## config.mk

```make
export PLATFORM = sky130hd
export DESIGN_NAME = output_drain_counter_flat
export DESIGN_NICKNAME = d
export VERILOG_FILES = /design/src/rtl/output_drain_counter_if.sv /design/src/rtl/output_drain_counter.sv /design/src/flat_wrapper.sv
export SDC_FILE = /design/constraint.sdc
export NUM_CORES = 1
export LEC_CHECK = 0
export ABC_AREA = 1
export ABC_CLOCK_PERIOD_IN_PS = 3400
export CAP_MARGIN = 20
export CORE_ASPECT_RATIO = 1.4
export CORE_MARGIN = 1
export CORE_UTILIZATION = 46
export DETAILED_ROUTE_END_ITERATION = 10
export PLACE_DENSITY = 0.77
export SKIP_LAST_GASP = 1
export SLEW_MARGIN = 20
export SYNTH_ARGS = -nofsm -noshare
export SYNTH_HDL_FRONTEND = slang
export SYNTH_SLANG_ARGS = --single-unit
```

## constraint.sdc

```tcl
create_clock -name clk -period 3.4 [get_ports clk]
set_input_delay 0.68 -clock clk [delete_from_list [all_inputs] [get_ports clk]]
set_output_delay 0.68 -clock clk [all_outputs]
set_load 0.05 [all_outputs]
```

## src/rtl/output_drain_counter_if.sv

```systemverilog
// Bundle of the FIFO-side, sink-side and counter-query signals of output_drain_counter.
// master = environment (FIFOs, sink, query requester), slave = the drain/counter block.
interface output_drain_counter_if #(
  parameter int data_width  = 10,
  parameter int count_width = 5
);
  logic [3:0]             empty_fifos;
  logic [data_width-1:0]  FIFO_data_out4;
  logic [data_width-1:0]  FIFO_data_out5;
  logic [data_width-1:0]  FIFO_data_out6;
  logic [data_width-1:0]  FIFO_data_out7;
  logic                   sink_ready;
  logic                   req;
  logic                   IDLE;
  logic [1:0]             idx;
  logic                   pop4;
  logic                   pop5;
  logic                   pop6;
  logic                   pop7;
  logic [data_width-1:0]  data_out;
  logic [1:0]             dest_out;
  logic                   valid_out;
  logic                   valid_contador;
  logic [count_width-1:0] contador_out;

  modport master (
    output empty_fifos, FIFO_data_out4, FIFO_data_out5, FIFO_data_out6, FIFO_data_out7,
    output sink_ready, req, IDLE, idx,
    input  pop4, pop5, pop6, pop7, data_out, dest_out, valid_out, valid_contador, contador_out
  );

  modport slave (
    input  empty_fifos, FIFO_data_out4, FIFO_data_out5, FIFO_data_out6, FIFO_data_out7,
    input  sink_ready, req, IDLE, idx,
    output pop4, pop5, pop6, pop7, data_out, dest_out, valid_out, valid_contador, contador_out
  );
endinterface

```

## src/rtl/output_drain_counter.sv

```systemverilog
// Round-robin drain of output FIFOs 4..7 into one tagged valid/ready stream, with
// per-FIFO delivered-word counters readable through the req/idx/IDLE query port.
module output_drain_counter #(
  parameter int data_width  = 10,
  parameter int count_width = 5
) (
  input logic                  clk,
  input logic                  reset,
  output_drain_counter_if.slave bus
);

  typedef enum logic [1:0] {INIT, SCAN, POP} state_t;

  state_t                 state_q, state_d;
  logic [3:0]             pop_q, pop_d;
  logic [1:0]             ptr_q, ptr_d;
  logic                   s1_valid_q, s1_valid_d;
  logic [1:0]             s1_idx_q, s1_idx_d;
  logic [data_width-1:0]  buf_data_q [2];
  logic [data_width-1:0]  buf_data_d [2];
  logic [1:0]             buf_dest_q [2];
  logic [1:0]             buf_dest_d [2];
  logic [1:0]             buf_cnt_q, buf_cnt_d;
  logic                   rd_ptr_q, rd_ptr_d;
  logic                   valid_contador_q, valid_contador_d;
  logic [count_width-1:0] contador_q, contador_d;
  logic [count_width-1:0] count_cur [4];

  logic [data_width-1:0]  fifo_data [4];
  logic                   xfer;
  logic [2:0]             occupancy;
  logic                   credit_ok;
  logic [3:0]             eligible;
  logic                   grant_any;
  logic [1:0]             grant_idx;
  logic [1:0]             cand;
  logic                   push;
  logic                   wr_ptr;
  logic [1:0]             head_dest;

  assign fifo_data[0] = bus.FIFO_data_out4;
  assign fifo_data[1] = bus.FIFO_data_out5;
  assign fifo_data[2] = bus.FIFO_data_out6;
  assign fifo_data[3] = bus.FIFO_data_out7;

  assign head_dest = buf_dest_q[rd_ptr_q];
  assign xfer      = (buf_cnt_q != 2'd0) && bus.sink_ready;

  // A word leaving this cycle frees its slot before any newly granted pop can land
  // (that word is captured two edges later), so it is credited back immediately.
  always_comb begin
    occupancy = 3'(buf_cnt_q) + 3'(|pop_q) + 3'(s1_valid_q) - 3'(xfer);
    credit_ok = occupancy < 3'd2;
    eligible  = ~bus.empty_fifos & ~pop_q & {4{credit_ok}};
    grant_any = 1'b0;
    grant_idx = ptr_q;
    cand      = ptr_q;
    for (int k = 0; k < 4; k++) begin
      cand = ptr_q + 2'(k);
      if (!grant_any && eligible[cand]) begin
        grant_any = 1'b1;
        grant_idx = cand;
      end
    end
  end

  always_comb begin
    state_d = state_q;
    pop_d   = 4'b0000;
    ptr_d   = ptr_q;
    case (state_q)
      INIT: state_d = SCAN;
      SCAN, POP: begin
        if (grant_any) begin
          state_d = POP;
          pop_d   = 4'b0001 << grant_idx;
          ptr_d   = grant_idx + 2'd1;
        end else begin
          state_d = SCAN;
        end
      end
      default: state_d = INIT;
    endcase
  end

  // Pop in cycle t -> s1 tracks it in t+1 -> FIFO data captured into the skid buffer at end of t+1.
  always_comb begin
    s1_valid_d = |pop_q;
    s1_idx_d   = pop_q[1] ? 2'd1 : pop_q[2] ? 2'd2 : pop_q[3] ? 2'd3 : 2'd0;
    push       = s1_valid_q;
    wr_ptr     = rd_ptr_q ^ buf_cnt_q[0];
    buf_data_d = buf_data_q;
    buf_dest_d = buf_dest_q;
    if (push) begin
      buf_data_d[wr_ptr] = fifo_data[s1_idx_q];
      buf_dest_d[wr_ptr] = s1_idx_q;
    end
    rd_ptr_d  = rd_ptr_q ^ xfer;
    buf_cnt_d = buf_cnt_q + 2'(push) - 2'(xfer);
  end

  always_comb begin
    valid_contador_d = bus.req && bus.IDLE;
    contador_d       = '0;
    if (bus.req && bus.IDLE) begin
      contador_d = count_cur[bus.idx];
    end
  end

  genvar gi;
  generate
    for (gi = 0; gi < 4; gi++) begin : g_cnt
      logic [count_width-1:0] cnt_q, cnt_d;

      always_comb begin
        cnt_d = cnt_q;
        if (xfer && (head_dest == 2'(gi))) begin
          cnt_d = cnt_q + count_width'(1);
        end
      end

      always_ff @(posedge clk) begin
        if (!reset) begin
          cnt_q <= '0;
        end else begin
          cnt_q <= cnt_d;
        end
      end

      assign count_cur[gi] = cnt_q;
    end
  endgenerate

  always_ff @(posedge clk) begin
    if (!reset) begin
      state_q          <= INIT;
      pop_q            <= 4'b0000;
      ptr_q            <= 2'd0;
      s1_valid_q       <= 1'b0;
      s1_idx_q         <= 2'd0;
      buf_cnt_q        <= 2'd0;
      rd_ptr_q         <= 1'b0;
      valid_contador_q <= 1'b0;
      contador_q       <= '0;
      for (int i = 0; i < 2; i++) begin
        buf_data_q[i] <= '0;
        buf_dest_q[i] <= 2'd0;
      end
    end else begin
      state_q          <= state_d;
      pop_q            <= pop_d;
      ptr_q            <= ptr_d;
      s1_valid_q       <= s1_valid_d;
      s1_idx_q         <= s1_idx_d;
      buf_cnt_q        <= buf_cnt_d;
      rd_ptr_q         <= rd_ptr_d;
      valid_contador_q <= valid_contador_d;
      contador_q       <= contador_d;
      for (int i = 0; i < 2; i++) begin
        buf_data_q[i] <= buf_data_d[i];
        buf_dest_q[i] <= buf_dest_d[i];
      end
    end
  end

  assign bus.pop4           = pop_q[0];
  assign bus.pop5           = pop_q[1];
  assign bus.pop6           = pop_q[2];
  assign bus.pop7           = pop_q[3];
  assign bus.valid_out      = (buf_cnt_q != 2'd0);
  assign bus.data_out       = buf_data_q[rd_ptr_q];
  assign bus.dest_out       = head_dest;
  assign bus.valid_contador = valid_contador_q;
  assign bus.contador_out   = contador_q;

endmodule

```

## src/flat_wrapper.sv

```systemverilog
// flat-port wrapper written by rule: the top's interface ports become plain ports
module output_drain_counter_flat 
#(
  parameter int data_width  = 10,
  parameter int count_width = 5
)
  (clk, reset, bus_empty_fifos, bus_FIFO_data_out4, bus_FIFO_data_out5, bus_FIFO_data_out6, bus_FIFO_data_out7, bus_sink_ready, bus_req, bus_IDLE, bus_idx, bus_pop4, bus_pop5, bus_pop6, bus_pop7, bus_data_out, bus_dest_out, bus_valid_out, bus_valid_contador, bus_contador_out);
  output_drain_counter_if #(.data_width(data_width), .count_width(count_width)) bus_i ();
  input logic clk;
  input logic reset;
  input wire logic [$bits(bus_i.empty_fifos)-1:0] bus_empty_fifos;
  input wire logic [$bits(bus_i.FIFO_data_out4)-1:0] bus_FIFO_data_out4;
  input wire logic [$bits(bus_i.FIFO_data_out5)-1:0] bus_FIFO_data_out5;
  input wire logic [$bits(bus_i.FIFO_data_out6)-1:0] bus_FIFO_data_out6;
  input wire logic [$bits(bus_i.FIFO_data_out7)-1:0] bus_FIFO_data_out7;
  input wire logic [$bits(bus_i.sink_ready)-1:0] bus_sink_ready;
  input wire logic [$bits(bus_i.req)-1:0] bus_req;
  input wire logic [$bits(bus_i.IDLE)-1:0] bus_IDLE;
  input wire logic [$bits(bus_i.idx)-1:0] bus_idx;
  output wire logic [$bits(bus_i.pop4)-1:0] bus_pop4;
  output wire logic [$bits(bus_i.pop5)-1:0] bus_pop5;
  output wire logic [$bits(bus_i.pop6)-1:0] bus_pop6;
  output wire logic [$bits(bus_i.pop7)-1:0] bus_pop7;
  output wire logic [$bits(bus_i.data_out)-1:0] bus_data_out;
  output wire logic [$bits(bus_i.dest_out)-1:0] bus_dest_out;
  output wire logic [$bits(bus_i.valid_out)-1:0] bus_valid_out;
  output wire logic [$bits(bus_i.valid_contador)-1:0] bus_valid_contador;
  output wire logic [$bits(bus_i.contador_out)-1:0] bus_contador_out;
  assign bus_i.empty_fifos = bus_empty_fifos;
  assign bus_i.FIFO_data_out4 = bus_FIFO_data_out4;
  assign bus_i.FIFO_data_out5 = bus_FIFO_data_out5;
  assign bus_i.FIFO_data_out6 = bus_FIFO_data_out6;
  assign bus_i.FIFO_data_out7 = bus_FIFO_data_out7;
  assign bus_i.sink_ready = bus_sink_ready;
  assign bus_i.req = bus_req;
  assign bus_i.IDLE = bus_IDLE;
  assign bus_i.idx = bus_idx;
  assign bus_pop4 = bus_i.pop4;
  assign bus_pop5 = bus_i.pop5;
  assign bus_pop6 = bus_i.pop6;
  assign bus_pop7 = bus_i.pop7;
  assign bus_data_out = bus_i.data_out;
  assign bus_dest_out = bus_i.dest_out;
  assign bus_valid_out = bus_i.valid_out;
  assign bus_valid_contador = bus_i.valid_contador;
  assign bus_contador_out = bus_i.contador_out;
  output_drain_counter #(.data_width(data_width), .count_width(count_width)) u_core (.clk(clk), .reset(reset), .bus(bus_i));
endmodule
```

==> results.md, run 1 <==
| Item | Value | Unit |
|---|---|---|
| Ranking of synthesized cells by instance count | sky130_fd_sc_hd__nand2_1, sky130_fd_sc_hd__a21oi_1, sky130_fd_sc_hd__dfxtp_1 | - |
| Cell types with the largest area share after synthesis | sky130_fd_sc_hd__dfxtp_1, sky130_fd_sc_hd__nand2_1, sky130_fd_sc_hd__a21oi_1, sky130_fd_sc_hd__o21ai_0, sky130_fd_sc_hd__inv_1 | - |
| Total gr overflow | 0 | - |
| Maximum frequency from static timing analysis | 0.3055 | GHz |
| Startpoint of the worst-slack reg-to-reg timing path | u_core.buf_cnt_q[0] | - |
| FP Rows | 36 | - |
| Cells after synthesis | 458 | - |
| Share of the synthesized area in the top cell type | 0.3814 | - |
| Crit-path slowest cell | sky130_fd_sc_hd__fa_2 | - |
| Routability congestion estimate | 0.7976 | - |
| Flop and latch count out of synthesis | 64 | - |
| Initial Util | 0.4781 | - |
| Net count, final | 593 | - |
| Post-Synthesis Mean Instance Area | 7.335 | um2 |
| Via count of the first global-routing pass | 3,185 | - |
| Half-perimeter wire length of the detailed placement result | 6020 | um |
| Final total power | 4.502 | mW |
| Clock tree from TritonCTS | done | - |
| Yosys warnings | 0 | - |
| Status | complete, no violations | - |
| Number of violations reported at the end of detailed-routing iteration 0 | 153 | - |
| Power per standard cell area | 983.1 | nW/um2 |
| Kind of end point of the critical path | flop | - |
| Number of antenna diodes | 0 | - |
| Share of layout cells above drive strength 1 | 0.1679 | - |
| Number of primary I/O pins | 74 | - |
| EDFF count, synth | 0 | - |
| Cell with the most instances after synthesis | sky130_fd_sc_hd__nand2_1 | - |
| Initial antenna violation count | 0 | - |
| Clock Latency Late Sink | 0.34 | ns |
| Start point of the worst hold path | u_core.g_cnt[3].cnt_q[4] | - |
| Static Leakage | 1.888 | nW |
| Startpoint type of the worst setup path | flop | - |
| DR vias/cell | 5.368 | - |
| Vias after detailed routing | 3,387 | - |
| Height of the chip | 103.1 | um |
| First element of the critical path | u_core.buf_cnt_q[0] | - |
| Detailed-router iteration count before antenna repair | 5 | - |
| Peak supply drop | 810.9 | uV |
| Post-synthesis to final-layout area growth | 36.31 | % |
| Share of flip-flops with an asynchronous set or reset after synthesis | 0 | - |
| Number of distinct library cell variants in the gate-level netlist after synthesis | 40 | - |
| GRT Overall Usage | 0.2208 | - |
| DRC errors left | 0 | - |
| Clock net sink count | 64 | - |
| Stage delay of the slowest cell on the critical path | 0.53 | ns |
| Crit Path Max Fanout | 8 | - |
| Post-Route WL | 8432 | um |
| Critical path's top delay family | simple AND/OR/NAND/NOR gates | - |
| Setup skew after layout | 0.008847 | ns |
| Largest net degree at the start of global routing | 30 | - |
| Filler cells | 620 | - |
| TritonCTS Buffers | 9 | - |
| Die Footprint | 7654 | um2 |
| Syn_nets | 520 | - |
| Buffers & Inverters on Critical Path | 6 | - |
| Final worst-path cycle share | 0.9627 | - |
| Antenna Violating Nets Remaining | 0 | - |
| Critical-path cell list | inv_2, nand2_2, nand2_2, inv_2, ha_4, inv_2, ha_4, a21o_1, fa_2, inv_2, nand2_2, nor2_4, nand3_2, nand2_1, nand2_1, nand2_2, buf_4, nor2_4, nand3_2, a21oi_4, nand3_2, nand3_2, nand2_1, inv_1 | - |
| Clock tree buffer depth | 2 | - |
| Clk pin slew, worst setup/hold paths | 0.07 | ns |
| Leading register cell type out of synthesis | sky130_fd_sc_hd__dfxtp_1 | - |
| Clock root buffer master | sky130_fd_sc_hd__clkbuf_8 | - |
| Core area | 7027 | um2 |
| Fin. Hold Viols | 0 | - |
| Min-delay worst type | flop to flop | - |
| Overall die width | 74.23 | um |
| Total setup violations reported at the end of the flow | 0 | - |
| Mapped cell area | 3359 | um2 |
| Worst setup path class | flop to flop | - |
| Reported max-cap violation count | 0 | - |
| Data required, critical path | 3.69 | ns |
| Per-cell routed wire length | 13.36 | um |
| Worst-margin pin slew | 0.6782 | ns |
| Hold bufs inserted after CTS | 0 | - |
| Minimum clock period after layout | 3.273 | ns |
| Max Slew Vio Count | 0 | - |
| First-pass GRT wire length | 13,080 | um |
| Count of input and output buffers | 73 | - |
| H-tree level count | 3 | - |
| Relative slew margins | 0.5473 | - |
| Final-layout worst hold slack | 0.4663 | ns |
| Post-synthesis sequential area ratio | 0.3814 | - |
| Cell accounting for the most synthesized area | sky130_fd_sc_hd__dfxtp_1 | - |
| Arrival time of data at the critical path endpoint | 3.56 | ns |
layer usage:
layer | track usage | routed length, um | up-vias
li1 | - | - | 1682
met1 | 0.2150 | 3221 | 1591
met2 | 0.4189 | 4474 | 97
met3 | 0.07136 | 562 | 17
met4 | 0.09144 | 174 | 0
met5 | 0 | 0 | -
cells in the final DEF (no fill, tap or decap), drive strengths merged, types with 11 or more instances in the layout:
| cell type | instances |
|---|---|
| dfxtp | 64 |
| buf | 11 |
| o21ai | 48 |
| a21oi | 69 |
| clkdlybuf4s50 | 72 |
| nand2 | 112 |
| clkbuf | 12 |
| nor2 | 20 |
| nand3 | 29 |
| inv | 46 |
metrics by stage:
step                      area (um2)  TNS [ns]  utilization  instances  worst slack (ns)
after floorplan                 3362         0            -        458           0.03648
after global placement          4180    -2.213       0.5949        611           -0.3794
after detailed placement        4180    -3.016       0.5949        611           -0.4992
after CTS                       4508         0       0.6416        628           0.01468
after global routing            4579  -0.04276       0.6517        631          -0.03915
final                           4579         0       0.6517        631            0.1269
path summary, 6_finish.rpt:
check | slack (ns) | to | cells past startpoint
worst max-delay path | 0.13 | u_core.ptr_q[1] | 24
worst min-delay path | 0.47 | u_core.g_cnt[3].cnt_q[4] | 2
worst max register to register | 0.13 | u_core.ptr_q[1] | 24
worst min register to register | 0.47 | u_core.g_cnt[3].cnt_q[4] | 2
layout make-up:
cell class	count	area, um2	area share
tap	95	118.9	0.02596
inverter	47	177.7	0.03880
clock buffer	11	141.4	0.03087
clock inverter	5	103.9	0.02268
sequential	64	1284	0.2803
timing repair buffer	84	820.8	0.1792
multi-input combinational	325	1933	0.4221
registers in the layout, summed over array words and instances (netlist names):
signal and flops:
u_core.buf_dest_q 4, u_core.bus.valid_contador 1, u_core.bus.contador_out 5, u_core.rd_ptr_q 1, u_core.buf_cnt_q 2, u_core.s1_idx_q 2, u_core.ptr_q 2, u_core.push 1
u_core.state_q 2, u_core.buf_data_q 20, u_core.g_cnt.cnt_q 20, u_core.pop_q 4
power by group:
group | internal, mW | switching, mW | total [mW] | leakage [nW]
logic | 0.992 | 1.68 | 2.67 | 1.25
clock network | 0.507 | 0.281 | 0.788 | 0.124
registers | 0.901 | 0.145 | 1.05 | 0.519
repair_timing:
action	in CTS	in global routing
buffers inserted	1	3
endpoints found under the setup margin	6	6
resized for setup	17	17
pin swaps	20	20
cell families (layout without fill, tap and decap cells):
kind of cell,Yosys count,count (layout),share of synthesized area
AND/OR/NAND/NOR,176,176,0.2544
XOR/XNOR,4,4,0.01602
buffers and inverters,69,147,0.08156
adder cells (fa/ha/maj),11,11,0.04320
flip-flops,64,64,0.3814
AO/OA/AOI/OAI,134,134,0.2235
tightest hold or removal path, delay by kind of cell (launching register included):
family                 cells  cell delay, ns
AO/OA/AOI/OAI              1            0.05
buffers and inverters      1            0.06
flip-flops                 1            0.31
(Power assumes the default switching activity.)
==> run 2, diff against run 1 <==
--- a/config.mk
+++ b/config.mk
@@ -18,3 +18,4 @@
 export SYNTH_ARGS = -nofsm -noshare
 export SYNTH_HDL_FRONTEND = slang
 export SYNTH_SLANG_ARGS = --single-unit
+export TNS_END_PERCENT = 30
==> results of run 2 <==
Final layout, timing and power as in run 1 (identical DEF).
==> run 3, diff against run 2 <==
--- a/config.mk
+++ b/config.mk
@@ -6,13 +6,13 @@
 export NUM_CORES = 1
 export LEC_CHECK = 0
 export ABC_AREA = 1
-export ABC_CLOCK_PERIOD_IN_PS = 3400
+export ABC_CLOCK_PERIOD_IN_PS = 3960
 export CAP_MARGIN = 20
 export CORE_ASPECT_RATIO = 1.4
 export CORE_MARGIN = 1
-export CORE_UTILIZATION = 46
+export CORE_UTILIZATION = 50
 export DETAILED_ROUTE_END_ITERATION = 10
-export PLACE_DENSITY = 0.77
+export PLACE_DENSITY = 0.79
 export SKIP_LAST_GASP = 1
 export SLEW_MARGIN = 20
 export SYNTH_ARGS = -nofsm -noshare
==> constraint.sdc (replaced) <==
create_clock -name clk -period 3.96 [get_ports clk]
set_input_delay 0.792 -clock clk [delete_from_list [all_inputs] [get_ports clk]]
set_output_delay 0.792 -clock clk [all_outputs]
set_load 0.05 [all_outputs]
==> run 3 against run 2 <==
Net effect: the run now ends with DRC left; wire length shrank 4.9%; worst hold slack gained 0.017 ns; sequential share of layout area grew 1.5 points; flip-flop and latch count is the same; critical endpoint unchanged; largest power group unchanged.
==> results.md, run 3 (synthesis gave the netlist of run 1 again) <==
| Item | Value | Unit |
|---|---|---|
| Maximum frequency from static timing analysis | 0.2713 | GHz |
| DRC errors left | 13 | - |
| Kind of end point of the critical path | flop | - |
| Reg2Reg Capture Point | u_core.ptr_q[1] | - |
| Most numerous cell on the critical path | sky130_fd_sc_hd__nand2_1 | - |
| Net count, final | 585 | - |
| Antenna Violating Nets Remaining | 0 | - |
| Met3 wire length | 516 | um |
| Number of gates given a new drive strength after cts | 0 | - |
| Number of primary I/O pins | 74 | - |
| Final-layout worst hold slack | 0.4836 | ns |
| Register-to-register setup slack | 0.61 | ns |
| Static Leakage | 1.812 | nW |
| Height of the chip | 98.99 | um |
| Initial Util | 0.5149 | - |
| Arrival time of data at the critical path endpoint | 3.94 | ns |
| Clock tree buffer depth | 2 | - |
| Post-synthesis to final-layout area growth | 29.01 | % |
| Worst setup path endpoint | u_core.ptr_q[1] | - |
| Routability congestion estimate | 0.8749 | - |
| DR vias/cell | 5.449 | - |
| Register-to-Register Path Depth | 25 | - |
| Crit-path slowest cell | sky130_fd_sc_hd__fa_1 | - |
| First-pass GRT wire length | 13,510 | um |
| Die Footprint | 7055 | um2 |
| Startpoint type of the worst setup path | input port | - |
| Largest net degree at the start of global routing | 25 | - |
| Clk pin slew, worst setup/hold paths | 0.07 | ns |
| Min-delay worst type | flop to flop | - |
| Vias after detailed routing | 3,280 | - |
| Critical-path cell list | clkdlybuf4s50_1, nand2_1, inv_1, ha_1, inv_1, ha_1, a21o_1, fa_1, inv_2, nand2_2, nor2_4, nand3_1, nand2_2, nand2_1, nand2_1, nand3_2, nand2_1, nand2_1, nand2_1, nand2_2, nand3_1, nand3_2, nand2_1, inv_1 | - |
| Stage delay of the slowest cell on the critical path | 0.47 | ns |
| Reported max-cap violation count | 0 | - |
| Relative slew margins | 0.5185 | - |
| Post-Route WL | 8019 | um |
| Setup skew after layout | 0.01001 | ns |
| Number of antenna diodes | 0 | - |
| Final total power | 3.420 | mW |
| Number of violations reported at the end of detailed-routing iteration 0 | 173 | - |
| Filler cells | 603 | - |
| Status | finished with violations | - |
| Violated checks | DRC | - |
| Detailed-router iteration count before antenna repair | 8 | - |
| Most common cell after layout, fill and taps aside | sky130_fd_sc_hd__nand2_1 | - |
| Via count of the first global-routing pass | 3,176 | - |
| Top Metal Used | met4 | - |
| First element of the critical path | bus_sink_ready | - |
| Count of input and output buffers | 73 | - |
| Total gr overflow | 0 | - |
| Final worst-path cycle share | 0.9309 | - |
| Clock tree from TritonCTS | done | - |
| FP Rows | 35 | - |
| Most used cells in the layout excluding fill and tap cells | sky130_fd_sc_hd__nand2_1, sky130_fd_sc_hd__clkdlybuf4s50_1, sky130_fd_sc_hd__a21oi_1, sky130_fd_sc_hd__dfxtp_1, sky130_fd_sc_hd__o21ai_0 | - |
| Data required, critical path | 4.22 | ns |
| Share of layout cells above drive strength 1 | 0.1042 | - |
| Max Slew Vio Count | 0 | - |
| Core area | 6525 | um2 |
| Hold bufs inserted after CTS | 0 | - |
| Power per standard cell area | 789.0 | nW/um2 |
| Worst setup path class | input port to flop | - |
| M1 WL | 3162 | um |
| Minimum clock period after layout | 3.686 | ns |
| Clock root buffer master | sky130_fd_sc_hd__clkbuf_8 | - |
| GRT Overall Usage | 0.2402 | - |
| Fin. Hold Viols | 0 | - |
| Overall die width | 71.28 | um |
| Peak supply drop | 471.4 | uV |
| Initial antenna violation count | 0 | - |
| Met2 wire length | 4201 | um |
| Clock net sink count | 64 | - |
| H-tree level count | 3 | - |
| Per-cell routed wire length | 13.32 | um |
| Half-perimeter wire length of the detailed placement result | 5717 | um |
| Post-CTS Setup Inserts | 0 | - |
| Unrepaired setup endpoints after global routing | no | - |
| Worst-margin pin slew | 0.7199 | ns |
| Startpoint of the worst-slack reg-to-reg timing path | u_core.buf_cnt_q[1] | - |
| Crit Path Max Fanout | 8 | - |
| Clock Latency Late Sink | 0.36 | ns |
| Total setup violations reported at the end of the flow | 0 | - |
| TritonCTS Buffers | 9 | - |
run 3: worst min-delay path by stage:
stage	startpoint	to	cells after the start
detailed placement	u_core.g_cnt[2].cnt_q[3]	u_core.g_cnt[2].cnt_q[3]	1
CTS	u_core.g_cnt[0].cnt_q[3]	u_core.g_cnt[0].cnt_q[3]	1
floorplan	u_core.g_cnt[3].cnt_q[4]	u_core.g_cnt[3].cnt_q[4]	2
global placement	u_core.g_cnt[3].cnt_q[4]	u_core.g_cnt[3].cnt_q[4]	2
finish	u_core.g_cnt[0].cnt_q[3]	u_core.g_cnt[0].cnt_q[3]	1
global route	u_core.g_cnt[2].cnt_q[3]	u_core.g_cnt[2].cnt_q[3]	1
run 3: area by class of cell:
cell class / count / area, um2 / area share
clock inverters: 7 / 101.3 / 0.02338
well taps: 74 / 92.59 / 0.02136
repair buffers: 76 / 753.2 / 0.1738
inverters: 47 / 177.7 / 0.04099
flip-flops and latches: 64 / 1281 / 0.2956
clock buffers: 9 / 123.9 / 0.02858
multi-input cells: 325 / 1804 / 0.4163
run 3: power by group:
group / internal, mW / switching (mW) / total (mW)
sequential: 0.770 / 0.124 / 0.895
clock: 0.360 / 0.279 / 0.639
combinational: 0.661 / 1.22 / 1.89
run 3: worst max-delay path, delay by kind of cell:
kind,cells,cell delay (ns)
simple gates,15,1.34
fa+ha+maj,3,1.01
buf+inv,5,0.61
compound gates,1,0.17
run 3: per-layer routing:
layer / GRT usage / vias to the layer above
met4: 0.08769 / 0
li1: - / 1663
met5: 0 / -
met1: 0.2437 / 1498
met2: 0.4593 / 108
met3: 0.06339 / 11
run 3: stage by stage:
stage / area, um2 / TNS, ns / utilization / std cells / worst slack (ns)
detailed placement: 4109 / -0.09057 / 0.6297 / 586 / -0.08278
floorplan: 3359 / 0 / - / 458 / 0.4272
finish: 4334 / 0 / 0.6642 / 602 / 0.2737
global placement: 4109 / 0 / 0.6297 / 586 / 0.06250
CTS: 4334 / 0 / 0.6642 / 602 / 0.2734
global route: 4334 / 0 / 0.6642 / 602 / 0.005581
==> patch 1, RTL diff (config.mk and constraints of run 2) <==
Re-encode `state_t` (3 states) as one-hot, 3 bits wide.
--- a/src/rtl/output_drain_counter.sv
+++ b/src/rtl/output_drain_counter.sv
@@ -10,5 +10,5 @@
 );
 
-  typedef enum logic [1:0] {INIT, SCAN, POP} state_t;
+  typedef enum logic [2:0] {INIT = 3'b001, SCAN = 3'b010, POP = 3'b100} state_t;
 
   state_t                 state_q, state_d;
Check against the original RTL: same outputs for any inputs over 10 cycles, from zero or initial values and one cycle with reset low; not proved beyond that.
==> patch 1 against run 2 <==
Setup slack got worse by 0.086 ns. Final cell count grew 0.48%. Worst hold slack got worse by 0.0033 ns. Area after synthesis shrank 1.0%. Sequential cell count increased by 1. Non-clock buffer count fell by 3. Fmax is 2.6% lower. Total power decreased by 23%. Critical path depth unchanged. Via count down 1.2%. Routed wire length rose by 3.5%. Design area down 1.3%. Sequential power is 11% lower. Critical path type unchanged. Largest power group unchanged. Highest routed layer unchanged.
==> patch 1: results (changes against run 2) <==
sw frac = 0.458 (-0.00901)
Total GRT Usage = 0.224 (+0.00310)
R2R Setup Slk = 0.04 ns (-0.09 ns)
DR vias/cell = 5.28 (-1.6%)
cells after synthesis = 466 (+1.7%)
Arr. time, crit path = 3.58 ns (+0.02 ns)
largest net degree at the start of global routing = 27 (-10%)
H-tree depth = 3 (unchanged)
via count = 3348 (-1.2%)
skew final = 0.0107 ns (+0.00182 ns)
# placed instances = 615 (+0.65%)
top cells by area, synth = dfxtp_1, nand2_1, a21oi_1
synth unique cells = 37 (-7.5%)
sequential area share after synthesis = 0.391 (+0.00989)
Worst R2R Start = u_core.buf_cnt_q[1]
Mapped Nets = 526 (+1.2%)
Worst Hold Class = flip-flop to flip-flop
Detail Placement HPWL = 5800 um (-3.7%)
Critical Path Fanout Max = 7 (-1)
Slowest-stage cell, CP = fa_1
Inserted Diodes = 0 (unchanged)
gpl congestion = 0.815 (+2.1%)
crit-path max cell delay = 0.42 ns (-0.11 ns)
Worst-path clk slew = 0.07 ns (about the same)
synth warn = 0 (unchanged)
leakage = 1.88 nW (-0.41%)
Hold Path Sink = u_core.g_cnt[3].cnt_q[4]
Synth top cells by count = nand2_1, a21oi_1, dfxtp_1
CTS Buf Count = 9 (unchanged)
drt pass-1 iters = 4 (-1)
Crit path max-delay family = simple AND/OR/NAND/NOR gates
Synth Flop Type = dfxtp_1
DR WL/cell = 13.8 um (+3.0%)
Slew @ Worst Pin = 0.733 ns (+0.0551 ns)
maximum vdd drop = 0.801 mV (-1.2%)
reg-to-reg endpoint = u_core.ptr_q[1]
share of layout cells above drive strength 1 = 0.152 (-0.0158)
Initial DRC Count = 136 (-11%)
outcome = finished clean
DP Area = 4100 um2 (-1.8%)
ys async rst share = 0 (unchanged)
NumNets Final = 594 (+0.17%)
first-pass GRT wire length = 13200 um (+0.89%)
clock root buffer = clkbuf_8
count of input and output buffers = 73 (unchanged)
final setup vio count = 0 (unchanged)
vias in the first global route = 3081 (-3.3%)
patch 1: changes by cell type after synthesis, moves of 4 or more:
cell,change
nor2_1,+5
nand3_1,+8
nand2_2,-4
nand3_2,-5
o21ai_0,+4
inv_1,+4
patch 1: final cells by class:
| cell class | count | area (um2) |
|---|---|---|
| well taps | 95 | 119 |
| flip-flops and latches | 65 | 1300 |
| repair buffers | 81 | 798 |
| clock buffers | 13 | 149 |
| clock inverters | 3 | 40.0 |
| inverters | 51 | 195 |
| fillers | 604 | 2460 |
| multi-input cells | 326 | 1920 |
patch 1: metrics by stage:
step | TNS (ns) | hold slack (ns) | setup slack [ns]
2_1_floorplan | 0 | 0.436 | 0.0329
3_3_place_gp | -2.20 | 0.450 | -0.355
3_5_place_dp | -2.62 | 0.453 | -0.417
4_1_cts | 0 | 0.464 | 0.0471
5_1_grt | -0.770 | 0.494 | -0.158
6_report | 0 | 0.463 | 0.0406
patch 1: worst min-delay path, delay by kind of cell, from the launching register on:
| family | cells | cell delay, ns |
|---|---|---|
| DFF | 1 | 0.31 |
| AOI/OAI and AO/OA | 1 | 0.05 |
| buffers and inverters | 1 | 0.06 |
patch 1: worst max-delay path by stage:
stage | slack [ns] | from | cells after the start | endpoint
floorplan | 0.03 | u_core.buf_cnt_q[1] | 23 | u_core.ptr_q[1]
global placement | -0.36 | bus_sink_ready | 19 | u_core.pop_q[0]
detailed placement | -0.42 | bus_sink_ready | 19 | u_core.ptr_q[1]
CTS | 0.05 | bus_sink_ready | 19 | u_core.ptr_q[1]
global route | -0.16 | u_core.buf_cnt_q[1] | 25 | u_core.ptr_q[1]
finish | 0.04 | u_core.buf_cnt_q[1] | 24 | u_core.ptr_q[1]
patch 1: kinds of logic (layout without fill, tap and decap cells):
kind of cell,Yosys count,after routing,synth area share
fa+ha+maj,9,9,0.0361
compound gates,136,136,0.229
flops,65,65,0.391
xor+xnor,3,3,0.0135
simple gates,178,178,0.239
buf+inv,75,148,0.0907
patch 1: power groups by stage:
stage / sequential [mW] / combinational [mW] / clock [mW]
2_1_floorplan: 0.910 / 1.11 / 0
3_3_place_gp: 0.933 / 1.37 / 0
3_5_place_dp: 0.935 / 1.41 / 0
4_1_cts: 0.921 / 1.52 / 0.637
5_1_grt: 0.943 / 2.06 / 0.674
6_report: 0.930 / 1.92 / 0.633
patch 1: what timing repair did:
item	CTS	global route
endpoints found under the hold margin	0	0
pin swaps	14	28
endpoints found under the setup margin	6	7
resized for setup	17	33
setup buffers	0	3
patch 1: routing by layer:
metal,track usage,part of all wire,up-vias
met5,0,0,-
met4,0.108,0.017,0
met3,0.0381,0.056,15
met2,0.408,0.51,103
met1,0.248,0.41,1533
li1,-,-,1697
==> patch 2, RTL diff (config.mk and constraints of run 2) <==
Made on the original files. `data_width` is set to 10 in 3 places; all go to 11.
--- a/src/rtl/output_drain_counter_if.sv
+++ b/src/rtl/output_drain_counter_if.sv
@@ -2,5 +2,5 @@
 // master = environment (FIFOs, sink, query requester), slave = the drain/counter block.
 interface output_drain_counter_if #(
-  parameter int data_width  = 10,
+  parameter int data_width  = 11,
   parameter int count_width = 5
 );
--- a/src/rtl/output_drain_counter.sv
+++ b/src/rtl/output_drain_counter.sv
@@ -2,5 +2,5 @@
 // per-FIFO delivered-word counters readable through the req/idx/IDLE query port.
 module output_drain_counter #(
-  parameter int data_width  = 10,
+  parameter int data_width  = 11,
   parameter int count_width = 5
 ) (
--- a/src/flat_wrapper.sv
+++ b/src/flat_wrapper.sv
@@ -2,5 +2,5 @@
 module output_drain_counter_flat 
 #(
-  parameter int data_width  = 10,
+  parameter int data_width  = 11,
   parameter int count_width = 5
 )
Ports: changed (5 resized); port bits go from 74 to 79. The function was not compared with the original's and may differ.
==> patch 2 against run 2 <==
Area after synthesis increased by 0.74%. Design area increased by 0.25%. Register-to-register slack improved by 0.07 ns. Sequential share of layout area increased by 0.75 points. Sequential cell count increased by 2. Fmax increased by 0.23%. Synthesized cell count increased by 2.6%. Routed wire length increased by 2.4%. Setup slack improved by 0.0074 ns. Total power decreased by 9.9%.
==> patch 2: results (changes against run 2) <==
Initial DRC Count = 146 (-4.6%)
Hold Path Sink = u_core.buf_dest_q[1]
count of input and output buffers = 78 (+6.8%)
synth unique cells = 34 (-15%)
met3 usage = 0.0630 (-0.00837)
leakage = 1.95 nW (+3.0%)
DP Area = 4230 um2 (+1.3%)
Slowest-stage cell, CP = fa_1
drt pass-1 iters = 4 (-1)
Syn-to-layout area delta = 35.6%
Mapped Nets = 536 (+3.1%)
buffering overhead = 0.184 (+0.00474)
worst slew margin relative to its limit = 0.526 (-0.0213)
clock share of power = 0.177 (+0.002)
via count = 3412 (+0.74%)
hold path start = u_core.buf_dest_q[1]
Fillers = 660 (+6.5%)
vias in the first global route = 3276 (+2.9%)
Detail Placement HPWL = 6320 um (+5.0%)
FF+latch count = 66 (+3.1%)
sequential share of power = 0.254 (+0.022)
sequential area share after synthesis = 0.390 (+0.00901)
gpl congestion = 0.872 (+9.3%)
cells after synthesis = 470 (+2.6%)
DR WL/cell = 13.4 um (+0.36%)
outcome = finished clean
# placed instances = 627 (+2.6%)
crit-path max cell delay = 0.47 ns (-0.06 ns)
largest net degree at the start of global routing = 27 (-10%)
Routed met2 length = 4320 um (-3.4%)
cell area power density = 884 nW/um2 (-10%)
P_int = 2.18 mW (-9.3%)
top cells by area, synth = dfxtp_1, nand2_1, a21oi_1
multi-input gate count = 333 (+2.5%)
clock network area share = 0.0474 (-0.00613)
DR WL met3 = 613 um (+9.1%)
Worst R2R Start = u_core.buf_cnt_q[1]
Total GRT Usage = 0.231 (+0.00988)
maximum vdd drop = 0.706 mV (-13%)
Met1 Wirelength = 3580 um (+11%)
NumNets Final = 610 (+2.9%)
[patch 2: changes by cell type in the layout (fill, tap and decap cells not counted), sizes merged, moves of 3 or more]
cell and delta:
a21oi +3, buf -4, clkdlybuf4s50 +5, inv +4, nand2 +7
[patch 2: how the worst max path moves through the flow]
stage	start	to	slack (ns)	depth (start not counted)
after global placement	bus_sink_ready	u_core.ptr_q[1]	-0.31	21
final	bus_sink_ready	u_core.ptr_q[1]	0.13	22
after detailed placement	bus_sink_ready	u_core.pop_q[0]	-0.45	21
after global routing	bus_sink_ready	u_core.ptr_q[1]	-0.01	23
after CTS	bus_sink_ready	u_core.ptr_q[1]	0.04	22
after floorplan	bus_sink_ready	u_core.ptr_q[1]	0.13	21
[patch 2: repair_timing]
action | 4_1_cts | 5_1_grt
buffers inserted | 0 | 1
pin swaps | 22 | 5
gates resized for setup | 22 | 7
setup endpoints to repair | 6 | 6
